**config.mk**
```make
export PLATFORM = sky130hd
export DESIGN_NAME = sys_feeder_flat
export DESIGN_NICKNAME = d
export VERILOG_FILES = /design/src/rtl/sys_feeder_if.sv /design/src/rtl/sys_feeder.sv /design/src/flat_wrapper.sv
export SDC_FILE = /design/constraint.sdc
export NUM_CORES = 1
export LEC_CHECK = 0
export CORE_MARGIN = 2
export CORE_UTILIZATION = 52
export CTS_CLUSTER_SIZE = 30
export DETAILED_ROUTE_END_ITERATION = 10
export PLACE_DENSITY = 0.89
export RECOVER_POWER = 50
export SLEW_MARGIN = 10
export SYNTH_ARGS = -nofsm -noshare
export SYNTH_HDL_FRONTEND = slang
export SYNTH_SLANG_ARGS = --single-unit
```
**constraint.sdc**
```tcl
create_clock -name clk -period 3.5 [get_ports clk]
set_input_delay 0.525 -clock clk [delete_from_list [all_inputs] [get_ports clk]]
set_output_delay 0.525 -clock clk [all_outputs]
set_load 0.02 [all_outputs]
```
**src/rtl/sys_feeder_if.sv**
```systemverilog
// Purpose : bundles the feeder's upstream vector handshake and its array-facing outputs.
// Latency : n/a (wires only).
// Backpressure: in_valid/in_ready handshake upstream; array-side outputs are never stalled.
// Ports (slave = feeder side):
//   ctrl_in, in_valid, in_data           -> feeder
//   in_ready, w_data, w_shift, a_data,
//   a_valid, busy, err                   <- feeder
interface sys_feeder_if #(
  parameter int ROWS = 4,
  parameter int DW   = 8
) ();
  logic                 ctrl_in;
  logic                 in_valid;
  logic                 in_ready;
  logic [ROWS*DW-1:0]   in_data;
  logic [ROWS*DW-1:0]   w_data;
  logic                 w_shift;
  logic [ROWS*DW-1:0]   a_data;
  logic [ROWS-1:0]      a_valid;
  logic                 busy;
  logic                 err;

  modport slave (
    input  ctrl_in, in_valid, in_data,
    output in_ready, w_data, w_shift, a_data, a_valid, busy, err
  );

  modport master (
    output ctrl_in, in_valid, in_data,
    input  in_ready, w_data, w_shift, a_data, a_valid, busy, err
  );
endinterface

```
**src/rtl/sys_feeder.sv**
```systemverilog
// Purpose : systolic-array input stage; loads ROWS weight vectors, then streams skewed activations.
// Latency : weight beat -> w_shift 1 cycle; activation lane r -> row r after 1+r cycles.
// Backpressure: in_ready low in IDLE/FLUSH and once ROWS weights are held; never stalls in STREAM.
// Ports:
//   clk, rst (sync, active-low)
//   bus (sys_feeder_if.slave): ctrl_in/in_valid/in_data in; in_ready, w_data, w_shift,
//                              a_data, a_valid, busy, err out
module sys_feeder #(
  parameter int ROWS = 4,
  parameter int DW   = 8
) (
  input  logic         clk,
  input  logic         rst,
  sys_feeder_if.slave  bus
);

  localparam int WW = $clog2(ROWS + 1);
  localparam int FW = $clog2(ROWS);
  localparam logic [WW-1:0] WCNT_FULL = WW'(ROWS);
  localparam logic [FW-1:0] FCNT_LAST = FW'(ROWS - 1);

  typedef enum logic [1:0] {
    IDLE   = 2'b00,
    LOAD   = 2'b01,
    STREAM = 2'b10,
    FLUSH  = 2'b11
  } state_t;

  state_t             r_state;
  state_t             w_state_nxt;
  logic [WW-1:0]      r_wcnt;
  logic [WW-1:0]      w_wcnt_nxt;
  logic [WW-1:0]      w_wcnt_inc;
  logic [FW-1:0]      r_fcnt;
  logic [FW-1:0]      w_fcnt_nxt;
  logic               r_err;
  logic               w_err_set;
  logic               w_in_ready;
  logic               w_beat;
  logic               w_load_beat;
  logic               w_stream_beat;
  logic [ROWS*DW-1:0] r_w_data;
  logic               r_w_shift;

  // ---------------- FSM: output decode ----------------
  always_comb begin
    w_in_ready = 1'b0;
    case (r_state)
      LOAD:    w_in_ready = (r_wcnt < WCNT_FULL);
      STREAM:  w_in_ready = 1'b1;
      default: w_in_ready = 1'b0;
    endcase
  end

  assign w_beat        = bus.in_valid & w_in_ready;
  assign w_load_beat   = w_beat & (r_state == LOAD);
  assign w_stream_beat = w_beat & (r_state == STREAM);
  // Post-increment count: a beat landing on the same edge as ctrl_in falling still counts.
  assign w_wcnt_inc    = r_wcnt + WW'(w_load_beat);

  // ---------------- FSM: next state ----------------
  always_comb begin
    w_state_nxt = r_state;
    w_wcnt_nxt  = r_wcnt;
    w_fcnt_nxt  = r_fcnt;
    w_err_set   = 1'b0;
    case (r_state)
      IDLE: begin
        if (bus.ctrl_in) begin
          w_state_nxt = LOAD;
          w_wcnt_nxt  = '0;
        end else begin
          w_state_nxt = STREAM;
        end
      end
      LOAD: begin
        w_wcnt_nxt = w_wcnt_inc;
        if (!bus.ctrl_in) begin
          w_state_nxt = STREAM;
          w_err_set   = (w_wcnt_inc < WCNT_FULL);
        end
      end
      STREAM: begin
        if (bus.ctrl_in) begin
          w_state_nxt = FLUSH;
          w_fcnt_nxt  = '0;
        end
      end
      FLUSH: begin
        // Last activation leaves row ROWS-1 on the cycle fcnt hits ROWS-1.
        if (r_fcnt == FCNT_LAST) begin
          if (bus.ctrl_in) begin
            w_state_nxt = LOAD;
            w_wcnt_nxt  = '0;
          end else begin
            w_state_nxt = STREAM;
          end
        end else begin
          w_fcnt_nxt = r_fcnt + FW'(1);
        end
      end
      default: w_state_nxt = IDLE;
    endcase
  end

  // ---------------- FSM: state register ----------------
  always_ff @(posedge clk) begin
    if (!rst) begin
      r_state <= IDLE;
      r_wcnt  <= '0;
      r_fcnt  <= '0;
      r_err   <= 1'b0;
    end else begin
      r_state <= w_state_nxt;
      r_wcnt  <= w_wcnt_nxt;
      r_fcnt  <= w_fcnt_nxt;
      if (w_err_set) r_err <= 1'b1;
    end
  end

  // ---------------- weight path ----------------
  always_ff @(posedge clk) begin
    if (!rst) begin
      r_w_data  <= '0;
      r_w_shift <= 1'b0;
    end else begin
      r_w_shift <= w_load_beat;
      if (w_load_beat) r_w_data <= bus.in_data;
    end
  end

  // ---------------- activation skew ----------------
  // Row r is a (r+1)-deep shift line; non-beat cycles enter as zero-data bubbles.
  for (genvar r = 0; r < ROWS; r++) begin : g_row
    logic [DW-1:0] r_dat [r+1];
    logic [r:0]    r_vld;

    always_ff @(posedge clk) begin
      if (!rst) begin
        r_vld <= '0;
        for (int k = 0; k <= r; k++) r_dat[k] <= '0;
      end else begin
        r_vld    <= (r_vld << 1) | (r + 1)'(w_stream_beat);
        r_dat[0] <= w_stream_beat ? bus.in_data[r*DW +: DW] : '0;
        for (int k = 1; k <= r; k++) r_dat[k] <= r_dat[k-1];
      end
    end

    assign bus.a_valid[r]           = r_vld[r];
    assign bus.a_data[r*DW +: DW]   = r_dat[r];
  end

  assign bus.in_ready = w_in_ready;
  assign bus.w_data   = r_w_data;
  assign bus.w_shift  = r_w_shift;
  assign bus.busy     = (r_state != IDLE);
  assign bus.err      = r_err;

endmodule

```
**src/flat_wrapper.sv**
```systemverilog
// flat-port wrapper written by rule: the top's interface ports become plain ports
module sys_feeder_flat 
#(
  parameter int ROWS = 4,
  parameter int DW   = 8
)
  (clk, rst, bus_ctrl_in, bus_in_valid, bus_in_data, bus_in_ready, bus_w_data, bus_w_shift, bus_a_data, bus_a_valid, bus_busy, bus_err);
  sys_feeder_if #(.ROWS(ROWS), .DW(DW)) bus_i ();
  input  logic clk;
  input  logic rst;
  input wire logic [$bits(bus_i.ctrl_in)-1:0] bus_ctrl_in;
  input wire logic [$bits(bus_i.in_valid)-1:0] bus_in_valid;
  input wire logic [$bits(bus_i.in_data)-1:0] bus_in_data;
  output wire logic [$bits(bus_i.in_ready)-1:0] bus_in_ready;
  output wire logic [$bits(bus_i.w_data)-1:0] bus_w_data;
  output wire logic [$bits(bus_i.w_shift)-1:0] bus_w_shift;
  output wire logic [$bits(bus_i.a_data)-1:0] bus_a_data;
  output wire logic [$bits(bus_i.a_valid)-1:0] bus_a_valid;
  output wire logic [$bits(bus_i.busy)-1:0] bus_busy;
  output wire logic [$bits(bus_i.err)-1:0] bus_err;
  assign bus_i.ctrl_in = bus_ctrl_in;
  assign bus_i.in_valid = bus_in_valid;
  assign bus_i.in_data = bus_in_data;
  assign bus_in_ready = bus_i.in_ready;
  assign bus_w_data = bus_i.w_data;
  assign bus_w_shift = bus_i.w_shift;
  assign bus_a_data = bus_i.a_data;
  assign bus_a_valid = bus_i.a_valid;
  assign bus_busy = bus_i.busy;
  assign bus_err = bus_i.err;
  sys_feeder #(.ROWS(ROWS), .DW(DW)) u_core (.clk(clk), .rst(rst), .bus(bus_i));
endmodule
```
### Yosys cells after proc, flatten, opt, wreduce, memory -nomap -nowiden

Memories as Yosys holds them, arrays and structs flattened.
Cells that the tools add are included.

| cells by class | value |
|---|---|
| add/sub/neg operators | 2 |
| $lt $le $gt $ge | 2 |
| equality and inequality tests | 8 |
| muxes and demuxes | 31 |
| bitwise gates (word level) | 15 |
| reduce and logical (&&, ||, !) cells | 8 |

Operators by type and width:

| operator | number |
|---|---|
| $mux 8 | 14 |
| $mux 2 | 6 |
| $or 1x1->1 | 9 |
| $pmux 3 s3 | 1 |
| $pmux 2 s4 | 1 |
| $reduce_or 8->1 | 1 |
| $eq 2x2->1 const B | 3 |
| $lt 3x3->1 const B | 2 |
| $mux 3 | 2 |
| $ne 2x2->1 const B | 3 |
| $reduce_and 3->1 | 2 |
| $mux 1 | 5 |
| $or 4x1->4 | 1 |
| $pmux 2 s2 | 1 |
| $reduce_bool 2->1 | 2 |
| $add 3x1->3 | 1 |
| $and 1x1->1 | 3 |
| $or 3x1->3 | 1 |
| $reduce_bool 3->1 | 1 |
| $add 2x1->2 const B | 1 |
| $eq 2x1->1 const B | 1 |
| $logic_not 2->1 | 1 |
| $ne 2x1->1 const B | 1 |
| $or 2x1->2 | 1 |
| 2 further kinds | 2 |

| storage, ports and cells | value |
|---|---|
| flip-flop bits (word level) | 51 |
| memory bits (writable) | 80 |
| input bits | 36 |
| output and inout bits | 72 |
| logic and storage cells | 80 |
| memories kept | 4 |

Memories:

| name | depth | width | read ports | clocked after memory_dff | write ports | line | text |
|---|---|---|---|---|---|---|---|
| u_core.g_row[3].r_dat | 4 | 8 | 4 | 0 | 4 | sys_feeder.sv:135 | `logic [DW-1:0] r_dat [r+1];` |
| u_core.g_row[2].r_dat | 3 | 8 | 3 | 0 | 3 | sys_feeder.sv:135 |  |
| u_core.g_row[1].r_dat | 2 | 8 | 2 | 0 | 2 | sys_feeder.sv:135 |  |
| u_core.g_row[0].r_dat | 1 | 8 | 1 | 0 | 1 | sys_feeder.sv:135 |  |

### Depth between registers and ports, before layout

Gate-level depths: netlist of run 1.

| logic depth | value |
|---|---|
| depth after elaboration | 8 |
| depth in mapped cells | 11 |
| mapped depth without buffers | 9 |

### Least setup slack after synthesis of run 1

No wires, ideal clock.

| timing path | value |
|---|---|
| kind | register -> register |
| start | register u_core.r_state[1] |
| end | register u_core.r_err, in the netlist u_core.bus.err |
| setup time | 117 ps |
| arrival | 2,011 ps |
| data required time | 3,383 ps |
| slack | 1,372 ps |
| cell stages (with the launch flop) | 12 |
| buffers on the path | 2 |
| cells stage by stage | dfxtp_1 > inv_1 > ha_1 > nor2b_1 > o2111a_1 > buf_6 > buf_8 > ha_1 > ha_1 > xnor2_1 > a31oi_1 > nor2b_1 |

| between the ends | value |
|---|---|
| cells in the longest elaborated chain, start to end | 8 |

RTL lines:

| element | line | text |
|---|---|---|
| from (decl) | sys_feeder.sv:29 | `state_t r_state;` |
| from (signal assigned) | sys_feeder.sv:114 | `r_state <= w_state_nxt;` |
| $eq 2x2->1 or $eq 2x1->1 (tied branches) | sys_feeder.sv:48, sys_feeder.sv:56 |  |
| $pmux 1 s2 | sys_feeder.sv:48 | `case (r_state)` |
| $and 1x1->1 | sys_feeder.sv:55 | `assign w_beat = bus.in_valid & w_in_ready;` |
| $and 1x1->1 (*) | sys_feeder.sv:56 | `assign w_load_beat = w_beat & (r_state == LOAD);` |
| via u_core.w_load_beat | sys_feeder.sv:40 | `logic w_load_beat;` |
| $add 3x1->3 (*) | sys_feeder.sv:59 | `assign w_wcnt_inc = r_wcnt + WW'(w_load_beat);` |
| $lt 3x3->1 (*) | sys_feeder.sv:80 | `w_err_set = (w_wcnt_inc < WCNT_FULL);` |
| $mux 1 (*) | sys_feeder.sv:78 | `if (!bus.ctrl_in) begin` |
| $mux 1 (*) | sys_feeder.sv:67 | `case (r_state)` |
| to (signal assigned) | sys_feeder.sv:112 | `r_err <= 1'b0;` |
| to (signal assigned) | sys_feeder.sv:117 | `if (w_err_set) r_err <= 1'b1;` |
| to (decl) | sys_feeder.sv:36 | `logic r_err;` |

The timed path passes the listed nets; every way through them passes the cells marked *.
A chain may end at the register's enable or synchronous reset.

### Worst setup path after layout of run 1

| timing path | value |
|---|---|
| start | register u_core.r_state[1] |
| end | output bus_in_ready |

| between the ends | value |
|---|---|
| cells in the longest elaborated chain, start to end | 2 |

RTL lines:

| element | line | text |
|---|---|---|
| $eq 2x2->1 or $eq 2x1->1 (tied branches) | sys_feeder.sv:48 |  |
| $pmux 1 s2 (*) | sys_feeder.sv:48 |  |
| to (decl) | flat_wrapper.sv:14 | `output wire logic [$bits(bus_i.in_ready)-1:0] bus_in_ready;` |

Every way passes the cells marked *; elsewhere a longest branch is shown, timed or not.

==> results.json, run 1 <==
{
  "clockPowerShare_pct": 48.1,
  "cts_buffers": 17,
  "antenna_found_initial": 0,
  "totalWireLength_mm": 7.96,
  "dr.pass1.iters": 5,
  "synth_area_leaders": "dfxtp_1 59%, and2_1 13%, mux2i_1 7.6%, nand2_1 6.5%, buf_4 3.0%",
  "leakage_uw": 0.00238,
  "postSynthAreaPerCell_um2": 10.6,
  "drive_gt1_share_pct": 7.17,
  "start_util_pct": 54.2,
  "synth_enable_flop_cells": 0,
  "synth-async-reset-ratio_pct": 0,
  "cts_resized": 0,
  "critPathMaxFanout": 4,
  "syn_nets": 444,
  "io_buffers": 107,
  "yosysWarnings": 0,
  "max_freq_mhz": 383,
  "p_sw_uw": 816,
  "grt_first_pass_wirelength_mm": 12.9,
  "status": "finished clean",
  "utilization_pct": 73.8,
  "r2r_start": "u_core.r_state[1]$_SDFFE_PN0P_",
  "holdWs_ns": 0.428,
  "slew-limit-headroom_pct": 37.9,
  "synthCells": 399,
  "setup_slack_ns": 0.886,
  "gr-total-overflow": 0,
  "cts_hold_buf": 0,
  "pwr-share-comb_pct": 8.8,
  "fp-row-count": 32,
  "cts_setup_buffers": 0,
  "p_total_uw": 3450,
  "hp-class": "reg2reg",
  "clkSinkCount": 125,
  "setup_violations": 0,
  "tritoncts": "done",
  "clk_pin_slew_ns": 0.06,
  "swShare_pct": 23.6,
  "whs_path_depth": 1,
  "grt_setup_unrepaired": "no",
  "via_count": 2814,
  "yosysSeqAreaShare_pct": 59.1,
  "r2r_end": "u_core.r_wcnt[2]$_SDFFE_PN0P_",
  "die_h_um": 94.3,
  "synth.cell_area_um2": 4240,
  "dpl.hpwl_mm": 5.24,
  "antenna_cells": 0,
  "vias_per_cell": 4.66,
  "grt_use_total_pct": 18.8,
  "routedWlPerCell_um": 13.2,
  "place_ws_ns": 1.30,
  "ant_nets": 0,
  "grt_max_degree": 72,
  "ys_ff_latch": 125,
  "drt_iter0_drc": 65,
  "drc": 0,
  "layout.nets": 534,
  "crit_arrival_ns": 2.09,
  "cp.required_ns": 2.97,
  "pin_count": 108,
  "synth.top_cell.area_share_pct": 59.1,
  "maxCapViolCount": 0,
  "worst-r2r-cell-count": 9,
  "syn_to_final_growth_pct": 36.1,
  "htree_levels": 4,
  "worstSetupEndpointType": "output pin",
  "coreArea_um2": 7810,
  "netlist-cell-type-count": 32,
  "skew_ns": 0.00692,
  "intPower_uw": 2640,
  "crit_type": "reg2out",
  "cts_root_buf": "clkbuf_8",
  "clockBufferDepth": 2,
  "grt_pass1_vias": 2822,
  "ys.flop_type": "dfxtp_1",
  "min_period_ns": 2.61,
  "clock_latency_ns": 0.49,
  "min_period_over_period_pct": 74.7,
  "finalHoldViolations": 0,
  "yosys.area.top_type": "dfxtp_1",
  "hold_start": "u_core.g_row[3].r_dat[0][0]$_SDFF_PN0_",
  "fp.dieW_um": 94.3,
  "min_to": "u_core.g_row[3].r_dat[1][0]$_SDFF_PN0_",
  "ff2ff_setup_slack_ns": 1.47,
  "ir_worst_vdd_mv": 0.370,
  "pwr_density_cell_nw_per_um2": 599,
  "gp_congestion": 0.815,
  "tightest_slew_ns": 0.931,
  "fin_tns_setup_ns": 0,
  "fp.dieArea_um2": 8880,
  "p_seq_share_pct": 43.2,
  "cp-start-kind": "flip-flop",
  "drv_slew": 0
}
## registers in the layout (all words and copies together), names as in the netlist
register	cells
u_core.bus.w_data	32
u_core.r_fcnt	2
u_core.bus.err	1
u_core.r_state	2
u_core.g_row.r_dat	80
u_core.g_row.r_vld	4
u_core.bus.w_shift	1
u_core.r_wcnt	3
## worst max-delay path by stage
stage	endpoint	start	slack [ns]	cells after the start
after global routing	bus_in_ready	u_core.r_state[1]$_SDFFE_PN0P_	0.74	5
after CTS	bus_in_ready	u_core.r_state[1]$_SDFFE_PN0P_	0.85	5
after global placement	u_core.r_wcnt[2]$_SDFFE_PN0P_	rst	1.34	5
after detailed placement	u_core.r_wcnt[2]$_SDFFE_PN0P_	rst	1.30	5
after floorplan	u_core.bus.err$_SDFFE_PN0P_	u_core.r_state[1]$_SDFFE_PN0P_	1.37	11
final	bus_in_ready	u_core.r_state[1]$_SDFFE_PN0P_	0.89	5
## cells by family (layout without fill, tap and decap cells)
group	count (synthesis)	after routing	share of synthesized area, %
buffers and inverters	43	146	6.59
AOI/OAI and AO/OA	16	16	2.69
DFF	125	125	59.1
muxes	32	32	7.56
and+or+nand+nor	173	173	21.2
xor gates and xnor gates	1	1	0.207
adders and majority gates	9	9	2.66
## Yosys cell counts (2+ instances only)
| cell | n |
|---|---|
| dfxtp_1 | 125 |
| and2_1 | 85 |
| nand2_1 | 73 |
| mux2i_1 | 32 |
| buf_4 | 17 |
| clkbuf_1 | 13 |
| ha_1 | 9 |
| inv_1 | 5 |
| nor2b_1 | 4 |
| o22ai_1 | 4 |
| o21a_1 | 3 |
| a21oi_1 | 2 |
| a31oi_1 | 2 |
| buf_1 | 2 |
| buf_12 | 2 |
| buf_2 | 2 |
| nand2b_1 | 2 |
| nand4b_1 | 2 |
| nor2_1 | 2 |
## layout make-up
cell class / instances / area (um^2)
Clock buffer: 17 / 414
Clock inverter: 15 / 164
Fill cell: 576 / 2040
Inverter: 5 / 18.8
Multi-Input combinational cell: 231 / 1460
Sequential cell: 125 / 2500
Tap cell: 102 / 128
Timing Repair Buffer: 109 / 1080
## metal layers
metal | track usage [%] | vias up | part of all wire (%)
met5 | 0 | - | 0
met4 | 5.43 | 0 | 0.28
met3 | 6.42 | 2 | 5.3
met2 | 34.2 | 80 | 52
met1 | 20.6 | 1297 | 42
li1 | - | 1435 | -
## critical path: stages (launching register included)
cell	delay, ns
dfxtp_1	0.33
inv_1	0.13
ha_1	0.22
nor2b_1	0.20
o21a_1	0.13
clkdlybuf4s50_1	0.59
## power by group through the flow
stage | logic (uW) | clock network (uW) | registers, uW
final | 303 | 1660 | 1490
after global routing | 332 | 1760 | 1490
after CTS | 310 | 1700 | 1490
after detailed placement | 307 | 0 | 1520
after global placement | 295 | 0 | 1520
after floorplan | 170 | 0 | 1530
## cell usage in the layout (no fill, tap or decap)
master             n
clkbuf_16         16
ha_1               9
or3_1              1
bufinv_16          2
nand2_1           73
inv_1              5
nand2b_1           2
and2_0            13
dlygate4sd3_1     41
nor2b_1            4
nor3_1             1
a31oi_1            2
a21oi_1            2
clkdlybuf4s50_1   65
nand4b_1           2
dfxtp_1          125
clkinv_4           3
o22ai_1            4
and2_1            72
buf_4              3
nand3b_1           1
clkinv_2           2
inv_8              1
o41ai_1            1
a22oi_1            1
mux2i_1           32
o21a_1             3
clkbuf_8           1
nor2_1             2
inv_6              3
a2111oi_0          1
xnor2_1            1
nand3_1            1
and3_1             1
o2111a_2           1
clkinvlp_4         4
o211ai_1           1
## per-stage QoR
stage	std cells	area, um^2
finish	604	5770
global route	604	5770
CTS	604	5770
detailed placement	572	5190
global placement	572	5190
floorplan	399	4240
(Power assumes the default switching activity.)
==> run 2: changes to the inputs <==
--- a/config.mk
+++ b/config.mk
@@ -6,10 +6,10 @@
 export NUM_CORES = 1
 export LEC_CHECK = 0
 export CORE_MARGIN = 2
-export CORE_UTILIZATION = 52
+export CORE_UTILIZATION = 43
 export CTS_CLUSTER_SIZE = 30
 export DETAILED_ROUTE_END_ITERATION = 10
-export PLACE_DENSITY = 0.89
+export PLACE_DENSITY = 0.79
 export RECOVER_POWER = 50
 export SLEW_MARGIN = 10
 export SYNTH_ARGS = -nofsm -noshare
==> constraint.sdc (replaced) <==
create_clock -name clk -period 2.33 [get_ports clk]
set_input_delay 0.3495 -clock clk [delete_from_list [all_inputs] [get_ports clk]]
set_output_delay 0.3495 -clock clk [all_outputs]
set_load 0.02 [all_outputs]
==> run 2 against run 1 <==
The flow now finishes with violations (capacitance limit, slew limit). Register-to-register slack worse by 1.2 ns. Clock skew is essentially flat. Non-clock buffer count increased by 2. Power increased by 49%. Critical path depth fell by 1. Highest routed layer unchanged. Combinational power up 52%. Clock-buffer cell count unchanged. Global-route usage is 3.6 points lower. Critical endpoint is now bus_busy. Critical path type unchanged. Largest cell class unchanged. Sequential power up 50%.
==> results.json, run 2 (synthesis gave the netlist of run 1 again) <==
{
  "status": "complete, but fails checks",
  "violations": "capacitance limit, slew limit",
  "via_count": 2849,
  "fp.dieW_um": 103,
  "wl_met3_um": 436,
  "place_ws_ns": 0.252,
  "clockBufferDepth": 2,
  "grt_use_total_pct": 15.1,
  "die_h_um": 103,
  "clock_latency_ns": 0.49,
  "fp.dieArea_um2": 10700,
  "routed.top_layer": "met4",
  "clk_pin_slew_ns": 0.06,
  "cts_root_buf": "clkbuf_8",
  "io_buffers": 107,
  "coreArea_um2": 9680,
  "top_register": "u_core.g_row.r_dat",
  "largest_reg_flops": 80,
  "syn_to_final_growth_pct": 36.7,
  "r2r_start": "u_core.r_state[0]$_SDFFE_PN0P_",
  "hold_start": "rst",
  "min_period_ns": 2.20,
  "cts_hold_buf": 0,
  "cts_setup_buffers": 0,
  "dpl.hpwl_mm": 5.10,
  "crit_path_cell_trace": "inv_1, ha_1, inv_1, clkdlybuf4s50_1",
  "setup_slack_ns": 0.127,
  "gp_congestion": 0.832,
  "ant_nets": 0,
  "start_util_pct": 43.7,
  "antenna_found_initial": 0,
  "cts_buffers": 17,
  "antenna_cells": 0,
  "cp-start-kind": "flip-flop",
  "critPathMaxFanout": 4,
  "pwr_density_cell_nw_per_um2": 887,
  "grt_max_degree": 77,
  "crit_type": "reg2out",
  "p_total_uw": 5140,
  "drt_iter0_drc": 115,
  "fp-row-count": 36,
  "final_cell_mix": "124 x dfxtp_1, 96 x clkdlybuf4s50_1, 73 x nand2_1, 61 x and2_1, 32 x mux2i_1",
  "routedWlPerCell_um": 12.4,
  "cpMaxStageDelayCell": "clkdlybuf4s50_1",
  "placed_area_um2": 5240,
  "r2r_end": "u_core.r_wcnt[2]$_SDFFE_PN0P_",
  "worst_path_most_repeated_cell": "inv_1",
  "tightest_slew_ns": 1.62,
  "min_period_over_period_pct": 94.6,
  "clkSinkCount": 125,
  "gr-total-overflow": 0,
  "totalWireLength_mm": 7.89,
  "place_inst": 605,
  "crit_path_end": "bus_busy",
  "worstSetupEndpointType": "output pin",
  "tritoncts": "done",
  "worst-r2r-cell-count": 8,
  "htree_levels": 4,
  "grt_setup_unrepaired": "no",
  "skew_ns": 0.00665,
  "ir_worst_vdd_mv": 0.405,
  "fin_tns_setup_ns": 0,
  "drv_slew": 47,
  "cp.required_ns": 1.98,
  "pin_count": 108,
  "finalHoldViolations": 0,
  "final_common_cell": "dfxtp_1",
  "hp-class": "in2reg",
  "leakage_uw": 0.00226,
  "startpoint": "u_core.r_state[0]$_SDFFE_PN0P_",
  "layout.cells.non_filler": 636,
  "grt_first_pass_wirelength_mm": 12.3,
  "layout.nets": 536,
  "slew-limit-headroom_pct": -7.89,
  "drc": 0,
  "slowest_delay_ns": 0.59,
  "vias_per_cell": 4.48,
  "setup_violations": 0,
  "crit_arrival_ns": 1.85,
  "ff2ff_setup_slack_ns": 0.26,
  "dr.pass1.iters": 4,
  "maxCapViolCount": 1,
  "max_freq_mhz": 454,
  "fin_area_um2": 5790,
  "grt_pass1_vias": 2703,
  "met2_length_mm": 4.02,
  "drive_gt1_share_pct": 7.36,
  "drt-met1-wl_mm": 3.37
}
-- run 2: changes by cell type in the layout (fill, tap and decap cells not counted), moves of 2 or more --
cell             previous run  this run
clkinv_2                    2         5
clkinv_4                    3         1
clkdlybuf4s50_1            65        96
and2_0                     13        24
and2_1                     72        61
clkbuf_1                    0         2
dlygate4sd3_1              41         9
clkbuf_2                    0         2
buf_4                       3         1
-- run 2: what timing repair did --
| action | 4_1_cts | 5_1_grt |
|---|---|---|
| hold endpoints to repair | 0 | 0 |
| cloned | 0 | 0 |
| gates resized for setup | 1 | 2 |
| endpoints found under the setup margin | 1 | 1 |
| pin swaps | 0 | 0 |
-- run 2: layout make-up --
type / instances / area [um^2]
fill: 819 / 3900
clock buffer: 17 / 414
inverter: 5 / 18.8
timing repair buffer: 111 / 1080
sequential: 125 / 2500
clock inverter: 14 / 143
multi-input combinational: 231 / 1460
tap: 133 / 166
-- run 2: where the power goes --
| group | internal (uW) | total (uW) | leakage (uW) | switching, uW |
|---|---|---|---|---|
| clock | 1510 | 2440 | 0.000270 | 923 |
| combinational | 216 | 461 | 0.000980 | 244 |
| sequential | 2210 | 2240 | 0.00101 | 28.9 |
-- run 2: worst min-delay path by stage --
stage	to	slack (ns)	cells past startpoint
after floorplan	u_core.g_row[1].r_dat[0][10]$_SDFF_PN0_	0.41	1
after global placement	u_core.g_row[3].r_dat[2][3]$_SDFF_PN0_	0.41	1
after detailed placement	u_core.g_row[2].r_dat[0][15]$_SDFF_PN0_	0.42	1
after CTS	u_core.bus.err$_SDFFE_PN0P_	0.13	2
after global routing	u_core.bus.err$_SDFFE_PN0P_	0.27	2
final	u_core.bus.err$_SDFFE_PN0P_	0.27	2
-- run 2: routing by layer --
layer / global-route usage (%) / up-vias
met3: 5.38 / 6
met5: 0 / -
met2: 25.3 / 70
met1: 17.8 / 1339
li1: - / 1434
met4: 5.97 / 0
-- run 2: critical path: cells and delay by family (launching register included) --
kind                     cells  cell delay (ns)
buffers and inverters        3             0.76
flip-flops                   1             0.38
adder cells (fa/ha/maj)      1             0.22
-- run 2: per-stage QoR --
step	hold WS (ns)	utilization (%)
2_1_floorplan	0.412	-
3_3_place_gp	0.414	54.1
3_5_place_dp	0.417	54.1
4_1_cts	0.133	59.9
5_1_grt	0.267	59.8
6_report	0.270	59.8
==> run 3: changes to the inputs <==
--- a/config.mk
+++ b/config.mk
@@ -11,7 +11,6 @@
 export DETAILED_ROUTE_END_ITERATION = 10
 export PLACE_DENSITY = 0.79
 export RECOVER_POWER = 50
-export SLEW_MARGIN = 10
 export SYNTH_ARGS = -nofsm -noshare
 export SYNTH_HDL_FRONTEND = slang
 export SYNTH_SLANG_ARGS = --single-unit
==> results of run 3 <==
The final DEF is identical to that of run 2; final timing and power are the same.
==> edit, RTL diff (flow settings as in run 3) <==
`ROWS` is set to 4 in 3 places; all go to 8.
--- a/src/rtl/sys_feeder_if.sv
+++ b/src/rtl/sys_feeder_if.sv
@@ -6,7 +6,7 @@
 //   in_ready, w_data, w_shift, a_data,
 //   a_valid, busy, err                   <- feeder
 interface sys_feeder_if #(
-  parameter int ROWS = 4,
+  parameter int ROWS = 8,
   parameter int DW   = 8
 ) ();
   logic                 ctrl_in;
--- a/src/rtl/sys_feeder.sv
+++ b/src/rtl/sys_feeder.sv
@@ -6,7 +6,7 @@
 //   bus (sys_feeder_if.slave): ctrl_in/in_valid/in_data in; in_ready, w_data, w_shift,
 //                              a_data, a_valid, busy, err out
 module sys_feeder #(
-  parameter int ROWS = 4,
+  parameter int ROWS = 8,
   parameter int DW   = 8
 ) (
   input  logic         clk,
--- a/src/flat_wrapper.sv
+++ b/src/flat_wrapper.sv
@@ -1,7 +1,7 @@
 // flat-port wrapper written by rule: the top's interface ports become plain ports
 module sys_feeder_flat 
 #(
-  parameter int ROWS = 4,
+  parameter int ROWS = 8,
   parameter int DW   = 8
 )
   (clk, rst, bus_ctrl_in, bus_in_valid, bus_in_data, bus_in_ready, bus_w_data, bus_w_shift, bus_a_data, bus_a_valid, bus_busy, bus_err);
Interface: changed (resized bus_a_data, bus_a_valid, bus_in_data and bus_w_data); port bits go from 108 to 208. The function was not compared with the original's and may differ.
==> edit against run 3 <==
- the run still ends with capacitance limit, slew limit left
- final area grew to 2.5 times the old value
- critical endpoint unchanged
- sequential cell count grew 246
- wire length grew to 2.7 times the old value
- combinational power grew 100%
- power grew to 2.7 times the old value
- synthesized area grew to 2.7 times the old value
- worst setup slack lost 13 ps
- worst hold slack gained 81 ps
==> edit: results (changes against run 3) <==
IO buf count - 207 (was 107)
Leakage - 5.65 nW (was 2.26 nW)
clk buf depth - 3 (was 2)
via/cell ratio - 4.39 (was 4.48)
area post-placement - 13300 µm² (was 5240 µm²)
GRT Overall Usage - 14.9% (was 15.1%)
WL met2 - 9.95 mm (was 4.02 mm)
Synth cell types - 28 (was 32)
data arrival time of the critical path - 1870 ps (was 1850 ps)
WL met1 - 8.85 mm (was 3.37 mm)
Worst Path Max Fanout - 5 (was 4)
IR drop worst, VDD - 0.000748 V (was 0.000405 V)
fill cell count - 2215 (was 819)
Slew Viols, Final - 197 (was 47)
main area contributors after synthesis - dfxtp_1, and2_1, nand2_1 (was dfxtp_1, and2_1, mux2i_1)
Nets - 1255 (was 536)
final WL - 21.0 mm (was 7.89 mm)
most frequent cells after synthesis - dfxtp_1, and2_1, nand2_1, buf_4, a21boi_1 (was dfxtp_1, and2_1, nand2_1, mux2i_1, buf_4)
Iter 0 DRT Violations - 308 (was 115)
met1 Track Usage GR - 17.3% (was 17.8%)
met3 routed wirelength - 1.58 mm (was 436 µm)
failing checks - capacitance limit, slew limit (unchanged)
pre-CTS WS - 212 ps (was 252 ps)
post-detail-place hpwl - 13.1 mm (was 5.10 mm)
met3 track demand over resource - 5.27% (was 5.38%)
met2 Use GR - 25.4% (was 25.3%)
vias in the first global route - 6844 (was 2703)
GP Congestion - 0.824 (was 0.832)
root buf cell - clkbuf_16 (was clkbuf_8)
first-pass GRT wire length - 33.7 mm (was 12.3 mm)
vias - 6736 (was 2849)
largest net degree at the start of global routing - 197 (was 77)
initial antenna violation count - 3 (was 0)
flip-flop count of the largest register after layout - 288 (was 80)
placed instance count - 1473 (was 605)
# H-tree levels - 2 (was 4)
syn avg cell area - 11.0 µm² (was 10.6 µm²)
clk_skew - 10.1 ps (was 6.65 ps)
total of max-cap violations - 1 (unchanged)
top routing layer used - met5 (was met4)
status - finished, violations left (unchanged)
fraction of layout cells with a size suffix above 1 - 5.42% (was 7.36%)
syn_nets - 1107 (was 444)
sequential fraction of the synthesis area - 65.6% (was 59.1%)
## edit: cell count changes after synthesis, sizes merged, moves of 30 or more
cell    before  now
a21boi       0   70
and2        85  296
buf         25   65
dfxtp      125  371
nand2       73  139
mux2i       32    2
## edit: worst paths after layout
path	startpoint	end	slack, ps	cells after the start
worst max-delay path	u_core.r_state[1]$_SDFFE_PN0P_	bus_busy	110	4
worst min-delay path	rst	u_core.bus.err$_SDFFE_PN0P_	350	3
worst max register to register	u_core.r_state[1]$_SDFFE_PN0P_	u_core.bus.err$_SDFFE_PN0P_	210	10
worst min register to register	u_core.g_row[2].r_dat[0][7]$_SDFF_PN0_	u_core.g_row[2].r_dat[0][15]$_SDFF_PN0_	430	1
## edit: area by class of cell
type / instances / area (µm²) / area share, %
Antenna cell: 1 / 2.50 / 0.0172
Clock buffer: 51 / 1070 / 7.36
Clock inverter: 10 / 215 / 1.48
Inverter: 5 / 18.8 / 0.129
Multi-Input combinational cell: 549 / 3240 / 22.3
Sequential cell: 371 / 7430 / 51.1
Tap cell: 335 / 419 / 2.89
Timing Repair Buffer: 213 / 2130 / 14.7
## edit: timing repair
action	4_1_cts	5_1_grt
endpoints found under the setup margin	1	5
buffers inserted	0	0
gates resized for setup	1	4
## edit: logic make-up (layout without fill, tap and decap cells)
kind of cell    Yosys count  after routing  share of synthesized area [%]
compound gates           75             75                           4.91
fa+ha+maj                10             10                           1.11
xor+xnor                  1              1                         0.0774
mux                       2              2                          0.177
buf+inv                 109            279                           5.73
flops                   371            371                           65.6
simple gates            461            461                           22.4
other cells               0              1                              0
## edit: power by group
part / switching (mW) / total [mW] / internal [mW]
logic: 0.505 / 0.928 / 0.423
clock network: 2.29 / 6.15 / 3.87
registers: 0.0647 / 6.57 / 6.50
total: 2.86 / 13.6 / 10.8
